File: src/rtl/led_sequencer.sv
// Pattern playback controller for the four-RGB-LED blink driver.
// Idle shows all colours plus a cursor blink; playback lights one LED per step.
module led_sequencer #(
    parameter int         ON_TICKS  = 8,
    parameter int         OFF_TICKS = 4,
    parameter logic [2:0] COLOR0    = 3'b100,
    parameter logic [2:0] COLOR1    = 3'b010,
    parameter logic [2:0] COLOR2    = 3'b001,
    parameter logic [2:0] COLOR3    = 3'b110
) (
    input  logic       clk,
    input  logic       rst,
    input  logic       tick,
    input  logic       start,
    input  logic       abort,
    input  logic [4:0] seq_len,
    input  logic       wr_en,
    input  logic [3:0] wr_addr,
    input  logic [1:0] wr_data,
    input  logic       cursor_en,
    input  logic [1:0] cursor,
    output logic [2:0] rgb1,
    output logic [2:0] rgb2,
    output logic [2:0] rgb3,
    output logic [2:0] rgb4,
    output logic       blink_enable,
    output logic [1:0] blink_led,
    output logic       busy,
    output logic [3:0] step,
    output logic       done
);

    typedef enum logic [1:0] {
        S_IDLE,
        S_ON,
        S_GAP,
        S_DONE
    } state_t;

    localparam logic [7:0] ON_LAST  = 8'(ON_TICKS - 1);
    localparam logic [7:0] OFF_LAST = 8'(OFF_TICKS - 1);

    state_t     state;
    logic [3:0] step_q;
    logic [4:0] len;
    logic [7:0] tcnt;
    logic [1:0] mem [16];
    logic [1:0] cur;
    logic [4:0] eff_len;
    logic       active;

    assign active  = (state != S_IDLE);
    assign eff_len = (seq_len > 5'd16) ? 5'd16 : seq_len;
    assign cur     = mem[step_q];

    // Pattern memory survives reset so a loaded pattern can be replayed.
    always_ff @(posedge clk) begin
        if (wr_en && !active) begin
            mem[wr_addr] <= wr_data;
        end
    end

    always_ff @(posedge clk) begin
        if (rst) begin
            state  <= S_IDLE;
            step_q <= '0;
            len    <= '0;
            tcnt   <= '0;
        end else if (abort) begin
            state <= S_IDLE;
            tcnt  <= '0;
        end else begin
            unique case (state)
                S_IDLE: begin
                    if (start) begin
                        if (eff_len == 5'd0) begin
                            state <= S_DONE;
                        end else begin
                            len    <= eff_len;
                            step_q <= '0;
                            tcnt   <= '0;
                            state  <= S_ON;
                        end
                    end
                end
                S_ON: begin
                    if (tick) begin
                        if (tcnt == ON_LAST) begin
                            tcnt  <= '0;
                            state <= S_GAP;
                        end else begin
                            tcnt <= tcnt + 8'd1;
                        end
                    end
                end
                S_GAP: begin
                    if (tick) begin
                        if (tcnt == OFF_LAST) begin
                            tcnt <= '0;
                            if ({1'b0, step_q} == len - 5'd1) begin
                                state <= S_DONE;
                            end else begin
                                step_q <= step_q + 4'd1;
                                state  <= S_ON;
                            end
                        end else begin
                            tcnt <= tcnt + 8'd1;
                        end
                    end
                end
                S_DONE: begin
                    state <= S_IDLE;
                end
                default: begin
                    state <= S_IDLE;
                end
            endcase
        end
    end

    // Outputs are forced to their reset values for the whole reset cycle.
    always_comb begin
        rgb1         = 3'b000;
        rgb2         = 3'b000;
        rgb3         = 3'b000;
        rgb4         = 3'b000;
        blink_enable = 1'b0;
        blink_led    = 2'd0;
        busy         = 1'b0;
        done         = 1'b0;
        step         = rst ? 4'd0 : step_q;
        if (!rst) begin
            unique case (state)
                S_IDLE: begin
                    rgb1         = COLOR0;
                    rgb2         = COLOR1;
                    rgb3         = COLOR2;
                    rgb4         = COLOR3;
                    blink_enable = cursor_en;
                    blink_led    = cursor;
                end
                S_ON: begin
                    busy = 1'b1;
                    unique case (cur)
                        2'd0: rgb1 = COLOR0;
                        2'd1: rgb2 = COLOR1;
                        2'd2: rgb3 = COLOR2;
                        2'd3: rgb4 = COLOR3;
                        default: rgb1 = 3'b000;
                    endcase
                end
                S_GAP: begin
                    busy = 1'b1;
                end
                S_DONE: begin
                    busy = 1'b1;
                    done = 1'b1;
                end
                default: begin
                    busy = 1'b0;
                end
            endcase
        end
    end

endmodule

File: config.mk
export PLATFORM = sky130hd
export DESIGN_NAME = led_sequencer
export DESIGN_NICKNAME = d
export VERILOG_FILES = /design/src/rtl/led_sequencer.sv
export SDC_FILE = /design/constraint.sdc
export NUM_CORES = 1
export LEC_CHECK = 0
export CORE_MARGIN = 2
export CORE_UTILIZATION = 30
export DETAILED_ROUTE_END_ITERATION = 16
export PLACE_DENSITY = 0.55
export SYNTH_ARGS = -nofsm -noshare
export SYNTH_HDL_FRONTEND = slang
export SYNTH_SLANG_ARGS = --single-unit
export TNS_END_PERCENT = 100
File: constraint.sdc
create_clock -name clk -period 2.5 [get_ports clk]
set_input_delay 0.625 -clock clk [delete_from_list [all_inputs] [get_ports clk]]
set_output_delay 0.625 -clock clk [all_outputs]
set_load 0.005 [all_outputs]
**Word-level counts from Yosys, hierarchy flattened**

Memories as Yosys holds them, arrays and structs flattened. A register that Yosys moved wholly into a read port is not among the register bits.
Cells that the tools add are included.

- Register bits after elaboration: 19
- RAM bits: 32
- Input port bits: 20
- Output and inout port bits: 21
- Memories: 1

Memory list:

| name | depth | width | rd ports | clocked after memory_dff | write ports | RTL line | RTL |
|---|---|---|---|---|---|---|---|
| mem | 16 | 2 | 1 | 1 | 1 | 47 | `logic [1:0] mem [16];` |

- Bitwise logic cells: 2
- Order comparisons: 1
- Eq/ne operators: 16
- Multiplexer cells: 47
- $add $sub $neg: 3
- Reductions and logical operators: 14

Operator list:

| cell | count |
|---|---|
| 2-to-1 mux 8 bit | 6 |
| 2-to-1 mux 4 bit | 8 |
| case mux 8 bit (3 select lines) | 1 |
| 2-to-1 mux 2 bit | 11 |
| inequality test 2 bit (second input constant) | 7 |
| 2-to-1 mux 3 bit | 4 |
| case mux 3 bit (2 select lines) | 2 |
| 2-to-1 mux 1 bit | 10 |
| AND reduction 5 bit | 2 |
| adder 8 x 1 -> 8 bit (second input constant) | 1 |
| == test 2 bit (second input constant) | 4 |
| == test 8 x 2 -> 1 bit (second input constant) | 1 |
| == test 8 x 3 -> 1 bit (second input constant) | 1 |
| case mux 2 bit (4 select lines) | 1 |
| case mux 4 bit (2 select lines) | 1 |
| AND reduction 7 bit | 1 |
| == test 4 x 5 -> 1 bit | 1 |
| > comparator 5 bit (second input constant) | 1 |
| zero test 5 bit | 1 |
| 2-to-1 mux 5 bit | 1 |
| subtractor 5 x 1 -> 5 bit (second input constant) | 1 |
| adder 4 x 1 -> 4 bit (second input constant) | 1 |
| == test 2 x 1 -> 1 bit (second input constant) | 2 |
| zero test 2 bit | 2 |
| 10 further kinds | 12 |

**Logic depth before layout (Yosys ltp)**

Gate-level depths: netlist (run 1).

- Depth after elaboration: 8
- Depth in mapped cells: 8

**Least setup slack after synthesis (run 1)**

OpenSTA, ideal clock, no wires.

- Kind: reg2out
- From: reg with a tool-made name
- To: out rgb4[2]
- Setup slack: 0.005 ns
- Arrival time: 1.870 ns
- Stages on the path, launching flop included: 7
- Cell sequence: dfxtp_1 > buf_2 > mux4_2 > mux4_2 > a21oi_1 > nor2_1 > buf_4

RTL lines:

| what | RTL line | RTL |
|---|---|---|
| to (decl) | 25 | `output logic [2:0] rgb4,` |

==> results.sh, run 1 <==
export IMPL_ys_warnings_count=0
export IMPL_dieArea_mm2=0.01041
export IMPL_wl_per_cell_um=14.02
export IMPL_path_buf_inv=4
export IMPL_power_leakage_nw=1.339
export IMPL_htreeDepth=2
export IMPL_synth_area_leaders="edfxtp_1 33%, dfxtp_1 16%, mux4_2 7.0%, nor2_1 4.7%, ha_1 3.0%"
export IMPL_fillCellCount=947
export IMPL_yosysTopAreaCell="edfxtp_1"
export IMPL_worstSetupEndpoint="rgb2[1]"
export IMPL_synth_seq_cells=55
export IMPL_ios=41
export IMPL_antenna_found_initial=0
export IMPL_cts_tree="built"
export IMPL_drv_cap=0
export IMPL_cts_sinks=55
export IMPL_syn_to_final_growth_pct=29.22
export IMPL_pre_cts_ws_ns=-0.3540
export IMPL_cpMaxStageDelayCell="mux4_2"
export IMPL_endpoint_kind="output port"
export IMPL_irDropWorstVdd_v=0.0002812
export IMPL_worst_hold_path_type="reg2reg"
export IMPL_cpMostUsedCell="mux4_2"
export IMPL_synth_cells=270
export IMPL_final_setup_tns_ns=-1.557
export IMPL_synth_most_common_cell="nor2_1"
export IMPL_status="finished, violations left"
export IMPL_grt_pass1_wl_um=10500
export IMPL_worstPathRequired_ns=1.88
export IMPL_vias=2235
export IMPL_ys_seq_area_share_pct=49.33
export IMPL_dr_pass1_iters=4
export IMPL_grt_usage_pct=12.83
export IMPL_slew_viol_final=0
export IMPL_synth_edff_count=32
export IMPL_worstPathCellList="buf_12, mux4_2, mux4_2, buf_6, inv_4, a21oi_2, nor2_1, buf_2"
export IMPL_grt_setup_unrepaired="true"
export IMPL_drt_iter0_markers=121
export IMPL_drt_total_wl_um=6477
export IMPL_p_per_area_mw_per_mm2=474.8
export IMPL_ctsLongestPathBuffers=2
export IMPL_total_power_mw=1.768
export IMPL_stdcell_count=462
export IMPL_antenna_cells=0
export IMPL_arrival_ns=2.21
export IMPL_ant_nets=0
export IMPL_crit_path_max_fanout=6
export IMPL_die_x_um=102.0
export IMPL_drive_gt1_share_pct=23.42
export IMPL_rows=35
export IMPL_dpl_cell_count=444
export IMPL_synth_cell_area_mm2=0.002882
export IMPL_hold_ws_ns=0.5233
export IMPL_gp_congestion=0.8015
export IMPL_fin_util_pct=40.11
export IMPL_route_detailed_drc=0
export IMPL_die_h_um=102.0
export IMPL_max_freq_ghz=0.3523
export IMPL_async_flop_share_pct=0
export IMPL_finalSetupViolCount=5
export IMPL_grt_pass1_vias=2168
export IMPL_dp_hpwl_um=4753
export IMPL_reg2regPathDepth=7
export IMPL_worst_slack_ns=-0.3383
export IMPL_fin_nets=359
export IMPL_overflow=0
export IMPL_dpl_cell_area_mm2=0.003481
export IMPL_reg2reg_from="len[0]"
export IMPL_violations="setup timing"
export IMPL_clock_root_buffer="clkbuf_8"
export IMPL_critPathMaxStageDelay_ns=0.52
export IMPL_initial_core_util_pct=31.04
export IMPL_ys_flop_type="edfxtp_1"
export IMPL_post_route_period_util_pct=113.5
export IMPL_clkLatencyLatePin_ns=0.31
export IMPL_core_area_mm2=0.009284
export IMPL_final_setup_skew_ns=0.007632
export IMPL_syn_area_per_cell_um2=10.67
export IMPL_grt_max_degree=21
export IMPL_drt_vias_per_instance=4.838
export IMPL_start_kind="flip-flop"
export IMPL_yosys_top_cells_count="36 x nor2_1, 32 x edfxtp_1, 23 x dfxtp_1, 15 x nand2_1, 13 x a21oi_1"
export IMPL_worst_slew_pin_slew_ns=0.5364
export IMPL_cp_depth=8
export IMPL_io_buffers=33
export IMPL_clk_pin_slew_worst_paths_ns=0.11
export IMPL_r2r_slack_ns=0.28
export IMPL_finalHoldViolCount=0
export IMPL_crit_family="multiplexers"
export IMPL_postLayoutCellArea_mm2=0.003724
export IMPL_max_slew_margin_pct=63.91
export IMPL_ys_types=54
export IMPL_path_class="reg2out"
export IMPL_numCtsBuffers=5
export IMPL_synth_top_cell_area_share_pct=33.35
export IMPL_post_route_min_period_ns=2.838
## report_power, final
| part | total [mW] | internal [mW] | switching (mW) |
|---|---|---|---|
| sequential | 0.974 | 0.968 | 0.00642 |
| clock | 0.537 | 0.211 | 0.326 |
| combinational | 0.257 | 0.126 | 0.131 |
## cell families (layout without fill, tap and decap cells)
kind of cell | Yosys count | in the layout | share of synthesized area (%)
XOR/XNOR | 5 | 5 | 1.520
buffers and inverters | 31 | 88 | 5.818
AND/OR/NAND/NOR | 101 | 101 | 17.45
multiplexers | 14 | 14 | 8.771
AO/OA/AOI/OAI | 56 | 56 | 13.94
flip-flops | 55 | 55 | 49.33
other | 1 | 7 | 0.1301
adder cells (fa/ha/maj) | 7 | 7 | 3.039
## worst min path at each step
stage,start,end,slack (ns),depth (start not counted)
after floorplan,len[2],len[2],0.47,2
after global placement,tcnt[7],tcnt[7],0.51,2
after detailed placement,tcnt[7],tcnt[7],0.51,2
after global routing,state[1],state[1],0.54,2
after CTS,tcnt[7],tcnt[7],0.53,2
final,state[1],state[1],0.52,2
## state kept, by name (all words and copies together), names as in the netlist, named ones only
signal and flops:
mem 32, state 2, len 5, tcnt 8, step_q 4
## layout by cell type (no fill, tap or decap), types with 5 or more instances in the layout
| cell | instances |
|---|---|
| clkdlybuf4s50_1 | 23 |
| nor2_1 | 35 |
| clkbuf_8 | 5 |
| o21ai_0 | 7 |
| buf_2 | 6 |
| conb_1 | 7 |
| nor2b_1 | 8 |
| nand2_1 | 15 |
| nor3_1 | 5 |
| dfxtp_1 | 21 |
| edfxtp_1 | 32 |
| buf_4 | 32 |
| mux4_2 | 9 |
| inv_1 | 8 |
| nand3_1 | 9 |
| a32o_1 | 6 |
| ha_1 | 6 |
| a21oi_1 | 9 |
## worst register-to-register path, delay by kind of cell, from the launching register on
kind	cells	cell delay [ns]
AOI/OAI and AO/OA	4	1.17
adders and majority gates	1	0.25
buffers and inverters	1	0.06
DFF	1	0.41
and+or+nand+nor	1	0.23
## per-layer routing
layer | wire length (um) | track usage (%) | part of all wire (%)
met1 | 3090 | 16.75 | 48
met2 | 3133 | 22.01 | 48
met3 | 217 | 2.736 | 3.4
met4 | 35 | 2.769 | 0.54
met5 | 0 | 0 | 0
## repair_timing
action                                  4_1_cts  5_1_grt
setup buffers                                 8        1
hold buffers                                  0        0
gates resized for setup                      41        7
gates cloned                                  1        0
endpoints found under the setup margin       14       14
pin swaps                                     7        6
## final cells by class
type | count | area, um^2 | share of cell area, %
clock buffer | 5 | 68.82 | 1.848
clock inverter | 3 | 28.78 | 0.7728
inverter | 10 | 40.04 | 1.075
multi-input combinational | 190 | 1388 | 37.26
sequential | 55 | 1424 | 38.24
tap | 129 | 161.4 | 4.335
timing repair buffer | 70 | 613.1 | 16.47
Note: power is estimated with default switching activity, not from simulation.
==> run 2, diff against run 1 <==
ABC_AREA = 1   (was default)
CORE_MARGIN = default   (was 2)
==> results.sh, run 2 <==
export IMPL_cts_sinks=55
export IMPL_vias=2497
export IMPL_antenna_cells=0
export IMPL_arrival_ns=1.78
export IMPL_grt_pass1_wl_um=10350
export IMPL_hold_ws_ns=0.4918
export IMPL_r2r_end="tcnt[7]"
export IMPL_max_freq_ghz=0.4153
export IMPL_post_route_min_period_ns=2.408
export IMPL_ys_warnings_count=0
export IMPL_synth_cell_area_mm2=0.003005
export IMPL_cpMaxStageDelayCell="dfxtp_4"
export IMPL_wl_per_cell_um=10.89
export IMPL_worstSetupEndpoint="rgb2[1]"
export IMPL_p_per_area_mw_per_mm2=513.5
export IMPL_synth_seq_cells=55
export IMPL_worstPathCellList="buf_6, nand2_1, nand3_2, nand3_1, nand3_2, nand2_1, nor2_2, buf_4, buf_4, nand2_1, nand2_1, clkbuf_2"
export IMPL_initial_core_util_pct=30.89
export IMPL_drive_gt1_share_pct=13.38
export IMPL_overflow=0
export IMPL_reg2reg_from="state[1]"
export IMPL_async_flop_share_pct=0
export IMPL_cts_tree="built"
export IMPL_worst_hold_path_type="reg2reg"
export IMPL_synth_cells=395
export IMPL_cts_hold_buf=0
export IMPL_drt_vias_per_instance=4.350
export IMPL_grt_pass1_vias=2262
export IMPL_syn_to_final_growth_pct=22.07
export IMPL_drv_cap=0
export IMPL_crit_path_max_fanout=6
export IMPL_worstPathRequired_ns=1.88
export IMPL_gp_congestion=0.7962
export IMPL_synth_area_leaders="edfxtp_1 32%, dfxtp_1 15%, nand2_1 14%, nor2_1 7.2%, nand3_1 7.0%"
export IMPL_finalSetupViolCount=0
export IMPL_layout_commonest_cell="nand2_1"
export IMPL_ys_seq_area_share_pct=47.29
export IMPL_endpoint_kind="output port"
export IMPL_regMostFlops="mem"
export IMPL_fin_util_pct=37.71
export IMPL_dp_hpwl_um=4811
export IMPL_critPathMaxStageDelay_ns=0.39
export IMPL_yosys_top_cells_count="110 x nand2_1, 58 x nor2_1, 54 x inv_1, 42 x nand3_1, 32 x edfxtp_1"
export IMPL_power_leakage_nw=1.545
export IMPL_wl_met1_um=3053
export IMPL_clk_pin_slew_worst_paths_ns=0.10
export IMPL_status="finished, final reports clean"
export IMPL_core_area_mm2=0.009729
export IMPL_antenna_found_initial=0
export IMPL_final_cell_mix="106 x nand2_1, 55 x nor2_1, 54 x inv_1, 33 x nand3_1, 32 x edfxtp_1"
export IMPL_clock_root_buffer="clkbuf_8"
export IMPL_dr_wl_met2_um=2948
export IMPL_ys_types=30
export IMPL_fin_nets=467
export IMPL_start_kind="flip-flop"
export IMPL_rows=36
export IMPL_grt_usage_pct=12.78
export IMPL_finalHoldViolCount=0
export IMPL_ios=41
export IMPL_synth_edff_count=32
export IMPL_clkLatencyLatePin_ns=0.32
export IMPL_die_h_um=102.1
export IMPL_worst_slew_pin_slew_ns=0.5899
export IMPL_ant_nets=0
export IMPL_dr_pass1_iters=4
export IMPL_dieArea_mm2=0.01042
export IMPL_path_class="reg2out"
export IMPL_drt_iter0_markers=121
export IMPL_top_layer="met4"
export IMPL_ctsLongestPathBuffers=2
export IMPL_synth_most_common_cell="nand2_1"
export IMPL_numCtsBuffers=5
export IMPL_post_route_period_util_pct=96.31
export IMPL_htreeDepth=2
export IMPL_ys_flop_type="edfxtp_1"
export IMPL_r2r_slack_ns=0.66
export IMPL_yosysTopAreaCell="edfxtp_1"
export IMPL_final_setup_skew_ns=0.004418
export IMPL_grt_setup_unrepaired="true"
export IMPL_grt_max_degree=20
export IMPL_synth_top_cell_area_share_pct=31.97
export IMPL_syn_area_per_cell_um2=7.609
export IMPL_largest_reg_flops=32
export IMPL_irDropWorstVdd_v=0.0001787
export IMPL_cpMostUsedCell="nand2_1"
export IMPL_io_buffers=33
export IMPL_reg_largest_list="mem x32, tcnt x8, len x5"
export IMPL_reg2regPathDepth=10
export IMPL_wl_met3_um=185
export IMPL_total_power_mw=1.884
export IMPL_die_x_um=102.1
export IMPL_slew_viol_final=0
export IMPL_drt_total_wl_um=6253
export IMPL_max_slew_margin_pct=60.55
export IMPL_route_detailed_drc=0
==> run 2: area by class of cell <==
| cell class | count | area, um^2 |
|---|---|---|
| Fill cell | 1051 | 6061 |
| Sequential cell | 55 | 1425 |
| Multi-Input combinational cell | 274 | 1343 |
| Timing Repair Buffer | 47 | 416.7 |
| Inverter | 57 | 224.0 |
| Tap cell | 133 | 166.4 |
| Clock buffer | 5 | 68.82 |
| Clock inverter | 3 | 25.02 |
==> run 2: power breakdown <==
| group | total, mW | leakage (nW) | internal, mW | switching (mW) |
|---|---|---|---|---|
| Sequential | 0.995 | 0.476 | 0.978 | 0.0170 |
| Combinational | 0.374 | 1.02 | 0.152 | 0.222 |
| Clock | 0.515 | 0.0452 | 0.205 | 0.310 |
| Total | 1.88 | 1.54 | 1.33 | 0.549 |
==> run 2: critical path, delay by kind of cell (launching register included) <==
| kind | cells | cell delay [ns] |
|---|---|---|
| and+or+nand+nor | 8 | 0.59 |
| buffers and inverters | 4 | 0.48 |
| DFF | 1 | 0.39 |
==> run 2: worst min-delay path by stage <==
| stage | start | end | slack [ns] | depth (start not counted) |
|---|---|---|---|---|
| finish | tcnt[1] | tcnt[1] | 0.49 | 2 |
| CTS | tcnt[1] | tcnt[1] | 0.49 | 2 |
| global route | len[1] | len[1] | 0.53 | 2 |
| detailed placement | tcnt[1] | tcnt[1] | 0.47 | 2 |
| global placement | tcnt[1] | tcnt[1] | 0.47 | 2 |
| floorplan | len[4] | len[4] | 0.45 | 2 |
==> run 2: kinds of logic after synthesis <==
family          share of synthesized area [%]
compound gates                          5.704
simple gates                            31.02
buf+inv                                 11.20
other cells                            0.1248
fa+ha+maj                               2.914
flops                                   47.29
xor+xnor                                1.749
==> run 2: repair_timing <==
item	4_1_cts	5_1_grt
endpoints found under the setup margin	14	6
cloned	0	0
gates resized for setup	23	18
pin swaps	4	6
setup buffers	2	2
==> run 2: routing by layer <==
layer  global-route usage (%)  up-vias
met5                        0        -
met4                    3.297        0
met3                    2.804        4
met2                    21.37       34
met1                    16.72     1138
li1                         -     1321
==> run 2: stage by stage <==
stage                     cells  cell area (um^2)  setup WS, ns   TNS, ns
after floorplan             401              3028        0.5887         0
after global placement      562              3482       -0.1077    -1.064
after detailed placement    562              3482       -0.1590    -1.626
after CTS                   572              3647      -0.08734  -0.08734
after global routing        574              3669      -0.02191  -0.02805
final                       574              3669       0.09230         0
